[src/rtl/nibble_serial_adder.sv]
// Multi-cycle W-bit adder: one 4-bit carry-lookahead slice is stepped LSB->MSB
// one nibble per clock, with the inter-nibble carry held in a register.
module nibble_serial_adder #(
  parameter int unsigned NIBBLES = 4
) (
  input  logic                   i_clk,
  input  logic                   i_rst,
  input  logic                   i_start,
  input  logic [4*NIBBLES-1:0]   i_a,
  input  logic [4*NIBBLES-1:0]   i_b,
  input  logic                   i_cin,
  output logic                   o_ready,
  output logic                   o_done,
  output logic [4*NIBBLES-1:0]   o_sum,
  output logic                   o_cout
);

  localparam int unsigned IDXW = (NIBBLES > 1) ? $clog2(NIBBLES) : 1;
  localparam logic [IDXW-1:0] LAST_IDX = IDXW'(NIBBLES - 1);

  typedef enum logic [1:0] {
    S_IDLE = 2'd0,
    S_RUN  = 2'd1,
    S_DONE = 2'd2
  } state_t;

  state_t                    r_state;
  logic [NIBBLES-1:0][3:0]   r_a;
  logic [NIBBLES-1:0][3:0]   r_b;
  logic [NIBBLES-1:0][3:0]   r_acc;
  logic [IDXW-1:0]           r_idx;
  logic                      r_c;

  logic [3:0]                w_a_nib;
  logic [3:0]                w_b_nib;
  logic [3:0]                w_g;
  logic [3:0]                w_p;
  logic [4:0]                w_c;
  logic [3:0]                w_sum_nib;
  logic [NIBBLES-1:0][3:0]   w_acc_next;

  // 4-bit carry-lookahead slice on the current nibble
  always_comb begin
    w_a_nib   = r_a[r_idx];
    w_b_nib   = r_b[r_idx];
    w_g       = w_a_nib & w_b_nib;
    w_p       = w_a_nib ^ w_b_nib;
    w_c[0]    = r_c;
    w_c[1]    = w_g[0] | (w_p[0] & r_c);
    w_c[2]    = w_g[1] | (w_p[1] & w_g[0]) | (w_p[1] & w_p[0] & r_c);
    w_c[3]    = w_g[2] | (w_p[2] & w_g[1]) | (w_p[2] & w_p[1] & w_g[0])
              | (w_p[2] & w_p[1] & w_p[0] & r_c);
    w_c[4]    = w_g[3] | (w_p[3] & w_g[2]) | (w_p[3] & w_p[2] & w_g[1])
              | (w_p[3] & w_p[2] & w_p[1] & w_g[0])
              | (w_p[3] & w_p[2] & w_p[1] & w_p[0] & r_c);
    w_sum_nib = w_p ^ w_c[3:0];
    w_acc_next        = r_acc;
    w_acc_next[r_idx] = w_sum_nib;
  end

  // Control FSM with registered handshake and result outputs
  always_ff @(posedge i_clk) begin
    if (i_rst) begin
      r_state <= S_IDLE;
      r_a     <= '0;
      r_b     <= '0;
      r_acc   <= '0;
      r_idx   <= '0;
      r_c     <= 1'b0;
      o_ready <= 1'b1;
      o_done  <= 1'b0;
      o_sum   <= '0;
      o_cout  <= 1'b0;
    end else begin
      case (r_state)
        S_IDLE: begin
          o_done <= 1'b0;
          if (i_start) begin
            r_a     <= i_a;
            r_b     <= i_b;
            r_c     <= i_cin;
            r_idx   <= '0;
            r_acc   <= '0;
            o_ready <= 1'b0;
            r_state <= S_RUN;
          end
        end
        S_RUN: begin
          r_acc <= w_acc_next;
          r_c   <= w_c[4];
          if (r_idx == LAST_IDX) begin
            o_sum   <= w_acc_next;
            o_cout  <= w_c[4];
            o_done  <= 1'b1;
            r_state <= S_DONE;
          end else begin
            r_idx <= r_idx + IDXW'(1);
          end
        end
        S_DONE: begin
          o_done  <= 1'b0;
          o_ready <= 1'b1;
          r_state <= S_IDLE;
        end
        default: begin
          o_done  <= 1'b0;
          o_ready <= 1'b1;
          r_state <= S_IDLE;
        end
      endcase
    end
  end

endmodule
[config.mk]
export PLATFORM = sky130hd
export DESIGN_NAME = nibble_serial_adder
export DESIGN_NICKNAME = d
export VERILOG_FILES = /design/src/rtl/nibble_serial_adder.sv
export SDC_FILE = /design/constraint.sdc
export NUM_CORES = 1
export LEC_CHECK = 0
export CAP_MARGIN = 30
export CORE_MARGIN = 2
export CORE_UTILIZATION = 50
export DETAILED_ROUTE_END_ITERATION = 10
export PLACE_DENSITY_LB_ADDON = 0.3
export SYNTH_ARGS = -nofsm -noshare
export SYNTH_HDL_FRONTEND = slang
export SYNTH_SLANG_ARGS = --single-unit
[constraint.sdc]
create_clock -name i_clk -period 4.31 [get_ports i_clk]
set_input_delay 0.862 -clock i_clk [delete_from_list [all_inputs] [get_ports i_clk]]
set_output_delay 0.862 -clock i_clk [all_outputs]
set_load 0.02 [all_outputs]
==> metrics.cfg, run 1 <==
[die]
rows=27
die-area_um2=6460
start_util_pct=52.3
fp.dieH_um=80.4
fp.dieW_um=80.4
io_pins=55
fp.coreArea_um2=5570

[yosys]
syn_area_um2=2920
synthCells=326
synth_top_area_cell=dfxtp_1
synth_warnings=0
avgSynthCellArea_um2=8.95
synth_nets=372
synth_cell_type_count=39
ys_ff_latch=68
synth.area.top_cells=dfxtp_1 (47%), nand2_1 (10%), a21oi_1 (7.0%), mux4_2 (6.2%), ha_1 (3.9%)
ys_seq_area_share_pct=46.7
synth_edf_count=0
synth_top_area_share_pct=46.7
ys_async_sr_fraction_pct=0
synth_flop_cell=dfxtp_1

[hold_path]
hp-class=reg -> reg
hold_depth=2
min_to=o_sum[5]
min-delay-start=o_sum[5]

[route]
drc=0
ant_nets=0
wire_per_inst_um=14.5
drt-total-wl_um=6480
dr.first_iter.drc_count=175
vias=2445
dr.pass1.iters=4
vias_per_cell=5.48

[setup_path]
crit_arrival_ns=3.14
end_kind=flop
worstPathRequired_ns=4.53
path_max_fanout=12
r2r_cells=6
critPathLaunchType=flop
ff2ff_setup_slack_ns=1.39
worstSetupPathType=reg -> reg
worstReg2RegStart=r_idx[0]
r2r_end=r_acc[3]

[cells_and_area]
antenna_cells=0
syn2layout_area_growth_pct=25.6
layout_common_cells=nand2_1 (79), dfxtp_1 (68), clkdlybuf4s50_1 (54)
layout_commonest_cell=nand2_1
drive_gt1_share_pct=8.56
nets=416

[placed_design]
routabilityCongestion=0.889
hpwl_um=4560
pre_cts_ws_ns=1.41
portBuffers=54

[status]
outcome=completed

[timing]
min_period_over_period_pct=67.7
clock_skew_ns=0.00609
maxSlewViolCount=0
finalHoldViolations=0
relSlewSlack_pct=57.3
fin_crit_ns=2.92
worstMarginPinSlew_ns=0.633
setup_viol=0
tns_ns=0
rsz0062_at_grt=false
clock.fmax_mhz=343
setup_ws_ns=1.39

[cts]
cts.path.max_buffers=2
ctsHoldBuffers=0
postCtsSetupRepairBufs=0
clk_latency_ns=0.33
cts_root_buffer=clkbuf_8
cts.repair.resized=0
cts_tree=yes
numClockSinks=68
cts_made_buffers=9
cts.htree.levels=3
clkTransAtPathRegs_ns=0.07

[grt]
antenna_found_initial=0
grt_max_degree=47
track_usage_pct=22.4
grt.overflow.total=0
grt_first_pass_wirelength_um=11100
grt_pass1_vias=2340

[flow_run]
cap_violations=0

[power_and_ir_drop]
switching_share_pct=24.5
vdd_ir_drop_max_mv=0.191
combPwrFrac_pct=12.9
p_sw_uw=330
clkPwrFrac_pct=37.1
powerDensity_nw_per_um2=368
pwr-share-seq_pct=50.0
intPower_uw=1020
p_leak_uw=0.00137

worst max-delay path by stage:
| stage | start | depth (start not counted) | to | slack, ns |
|---|---|---|---|---|
| 4_1_cts | r_idx[0] | 6 | r_acc[3] | 1.39 |
| 2_1_floorplan | r_idx[0] | 7 | r_acc[11] | 1.68 |
| 3_3_place_gp | r_idx[0] | 6 | r_acc[3] | 1.48 |
| 3_5_place_dp | r_idx[0] | 6 | r_acc[3] | 1.41 |
| 5_1_grt | r_idx[0] | 6 | r_acc[3] | 1.25 |
| 6_report | r_idx[0] | 6 | r_acc[3] | 1.39 |
power by group through the flow:
stage / logic [uW] / registers, uW / clock network (uW)
5_1_grt: 192 / 676 / 533
3_3_place_gp: 167 / 686 / 0
6_report: 174 / 673 / 500
3_5_place_dp: 172 / 687 / 0
4_1_cts: 173 / 673 / 508
2_1_floorplan: 117 / 677 / 0
synthesized netlist by cell type (2+ instances only):
library cell / n
a32o_2: 3
a22oi_1: 2
nand2_1: 79
nand2b_1: 5
inv_1: 3
a311oi_1: 3
a21o_1: 2
nor2_1: 20
a211oi_1: 3
and2_1: 2
a32o_1: 7
a22o_1: 4
clkbuf_1: 15
mux2i_1: 3
a211o_2: 2
nand4_1: 5
buf_2: 8
mux4_2: 8
dfxtp_1: 68
nor3_1: 4
a21oi_1: 41
nor2b_1: 3
a31oi_1: 3
o21ai_0: 7
o211ai_1: 4
ha_1: 9
metal layers:
metal	GRT usage (%)	share of wire (%)
met1	30.8	47
met5	0	0
met4	8.14	1.6
met3	4.72	5.6
met2	34.8	45
per-stage QoR:
stage | std cells | hold WS [ns] | total power [uW] | utilization (%) | instance area [um2]
floorplan | 326 | 0.433 | 795 | - | 2920
global placement | 430 | 0.440 | 852 | 62.2 | 3470
detailed placement | 431 | 0.444 | 859 | 62.4 | 3480
CTS | 446 | 0.453 | 1350 | 65.7 | 3660
global route | 446 | 0.478 | 1400 | 65.7 | 3660
finish | 446 | 0.452 | 1350 | 65.7 | 3660
layout make-up:
class | count | area [um2]
clock buffers | 13 | 149
multi-input cells | 231 | 1450
repair buffers | 57 | 571
well taps | 72 | 90.1
inverters | 3 | 11.3
fillers | 492 | 1910
flip-flops and latches | 68 | 1360
clock inverters | 2 | 35.0
worst max-delay path, stage by stage (launching register included):
cell and delay [ns]:
dfxtp_1 0.71, mux4_2 0.64, ha_1 0.34, a21o_1 0.22, a311o_1 0.43, and3_4 0.22
a32o_2 0.25
state kept, by name, indices dropped and copies added, names as in the netlist:
register / flops
o_cout: 1
o_sum: 16
r_b: 16
r_c: 1
o_ready: 1
r_acc: 12
o_done: 1
r_a: 16
r_idx: 2
r_state: 2
logic make-up after synthesis:
family / synth area share (%)
simple gates: 18.2
buf+inv: 3.82
fa+ha+maj: 4.55
mux: 7.59
flops: 46.7
xor+xnor: 0.300
compound gates: 18.9
Power figures use the tool's default switching activity.
==> inputs of run 2 (changes only) <==
==> constraint.sdc (replaced) <==
create_clock -name i_clk -period 2.9 [get_ports i_clk]
set_input_delay 0.58 -clock i_clk [delete_from_list [all_inputs] [get_ports i_clk]]
set_output_delay 0.58 -clock i_clk [all_outputs]
set_load 0.02 [all_outputs]
==> metrics.cfg, run 2 (same netlist as run 1, synthesis figures left out) <==
[timing]
tns_ns=0  ; unchanged
finalHoldViolations=0  ; unchanged
worstMarginPinSlew_ns=0.606  ; was 0.633 ns
fin_crit_ns=2.70  ; was 2.92 ns
rsz0062_at_grt=false  ; unchanged
clock.fmax_mhz=370  ; was 343 MHz
min_period_over_period_pct=93.1  ; was 67.7%
relSlewSlack_pct=59.2  ; was 57.3%
maxSlewViolCount=0  ; unchanged
setup_viol=0  ; unchanged
clock_skew_ns=0.00732  ; was 0.00609 ns

[grt]
grt_pass1_vias=2294  ; was 2340
grt.overflow.total=0  ; unchanged
track_usage_pct=22.3  ; was 22.4%
antenna_found_initial=0  ; unchanged
grt_first_pass_wirelength_um=10900  ; was 11100 um
grt_max_degree=44  ; was 47

[hold_path]
hold_depth=2  ; unchanged
min_to=r_b[5]  ; was o_sum[5]
min-delay-start=r_b[5]  ; was o_sum[5]
hp-class=reg -> reg  ; unchanged

[cells_and_area]
antenna_cells=0  ; unchanged
nets=419  ; was 416
largestRegisters=o_sum (16), r_a (16), r_b (16)  ; unchanged
fin_cells=450  ; was 446
layout_common_cells=nand2_1 (79), dfxtp_1 (68), clkdlybuf4s50_1 (54)  ; unchanged
layout_commonest_cell=nand2_1  ; unchanged
syn2layout_area_growth_pct=26.1  ; was 25.6%
drive_gt1_share_pct=9.79  ; was 8.56%
post-route-util_pct=66.0  ; was 65.7%

[route]
vias_per_cell=5.46  ; was 5.48
ant_nets=0  ; unchanged
wire_per_inst_um=14.3  ; was 14.5 um
drt-total-wl_um=6420  ; was 6480 um
dr.pass1.iters=4  ; unchanged
vias=2457  ; was 2445
drc=0  ; unchanged
dr.first_iter.drc_count=195  ; was 175

[cts]
cts_tree=yes  ; unchanged
cts_root_buffer=clkbuf_8  ; unchanged
cts.repair.resized=0  ; unchanged
numClockSinks=68  ; unchanged
ctsHoldBuffers=0  ; unchanged
clkTransAtPathRegs_ns=0.07  ; about the same
clk_latency_ns=0.35  ; was 0.33 ns
cts.path.max_buffers=2  ; unchanged
cts_made_buffers=9  ; unchanged
postCtsSetupRepairBufs=0  ; unchanged
cts.htree.levels=3  ; unchanged

[placed_design]
placed_cells=434  ; was 431
routabilityCongestion=0.891  ; was 0.889
hpwl_um=4630  ; was 4560 um
portBuffers=54  ; unchanged

[status]
outcome=completed  ; unchanged

[die]
rows=27  ; unchanged
io_pins=55  ; unchanged
fp.dieH_um=80.4  ; unchanged
fp.dieW_um=80.4  ; unchanged
start_util_pct=52.3  ; unchanged
fp.coreArea_um2=5570  ; unchanged
die-area_um2=6460  ; unchanged

[setup_path]
critPathLaunchType=flop  ; unchanged
worstPathRequired_ns=3.15  ; was 4.53 ns
worstReg2RegStart=r_idx[0]  ; unchanged
r2r_end=r_acc[11]  ; was r_acc[3]
r2r_cells=6  ; unchanged
cpPeakStageDelay_ns=0.62  ; was 0.71 ns
end_kind=flop  ; unchanged
cp_cell_sequence=mux4_2 -> ha_1 -> a21o_1 -> a311o_1 -> and3_4 -> a32o_2  ; unchanged
crit_start=r_idx[0]  ; unchanged
worstSetupPathType=reg -> reg  ; unchanged
crit_slowest_cell=mux4_2  ; was dfxtp_1
path_max_fanout=7  ; was 12
crit_arrival_ns=2.95  ; was 3.14 ns
ff2ff_setup_slack_ns=0.20  ; was 1.39 ns

[flow_run]
cap_violations=0  ; unchanged

[power_and_ir_drop]
vdd_ir_drop_max_mv=0.370  ; was 0.191 mV
fin_total_pwr_uw=1990  ; was 1350 uW
powerDensity_nw_per_um2=542  ; was 368 nW/um2
p_leak_uw=0.00139  ; was 0.00137 uW

==> run 2: cell types whose count changed in the layout (fill, tap and decap cells not counted), sizes merged <==
cell      delta
buf          +3
clkbuf       -2
clkinv       +2
clkinvlp     +1
==> run 2: final cells by class <==
class                           count  area [um2]
Clock buffer                       11         131
Clock inverter                      5        52.6
Fill cell                         498        1890
Inverter                            3        11.3
Multi-Input combinational cell    231        1450
Sequential cell                    68        1360
Tap cell                           72        90.1
Timing Repair Buffer               60         586
==> run 2: how the worst max path moves through the flow <==
stage	cells after the start	slack, ns	endpoint
after floorplan	7	0.27	r_acc[11]
after global placement	6	0.28	r_acc[3]
after detailed placement	6	0.20	r_acc[11]
after CTS	6	0.20	r_acc[11]
after global routing	6	0.06	r_acc[11]
final	6	0.20	r_acc[11]
==> run 2: worst max-delay path: cells and delay by family, from the launching register on <==
| family | cells | cell delay (ns) |
|---|---|---|
| AOI/OAI and AO/OA | 3 | 0.87 |
| DFF | 1 | 0.56 |
| muxes | 1 | 0.62 |
| adders and majority gates | 1 | 0.33 |
| and+or+nand+nor | 1 | 0.21 |
==> run 2: metal layers <==
metal	vias to the layer above	global-route usage [%]	part of all wire, %
met5	-	0	0
met4	0	9.15	1.6
met3	10	6.18	5.8
met2	71	36.1	46
met1	1135	28.0	47
li1	1241	-	-
==> run 2: per-stage QoR <==
step | cell area [um2] | setup WS (ns) | hold WS [ns]
2_1_floorplan | 2920 | 0.274 | 0.433
5_1_grt | 3680 | 0.0635 | 0.471
3_5_place_dp | 3500 | 0.203 | 0.445
6_report | 3680 | 0.200 | 0.453
4_1_cts | 3680 | 0.202 | 0.454
3_3_place_gp | 3500 | 0.279 | 0.441
==> run 2: where the power goes <==
part	total (uW)	leakage [uW]	switching [uW]	internal, uW
logic	265	0.000739	138	126
registers	997	0.000554	26.5	970
clock network	732	0.0000931	339	393
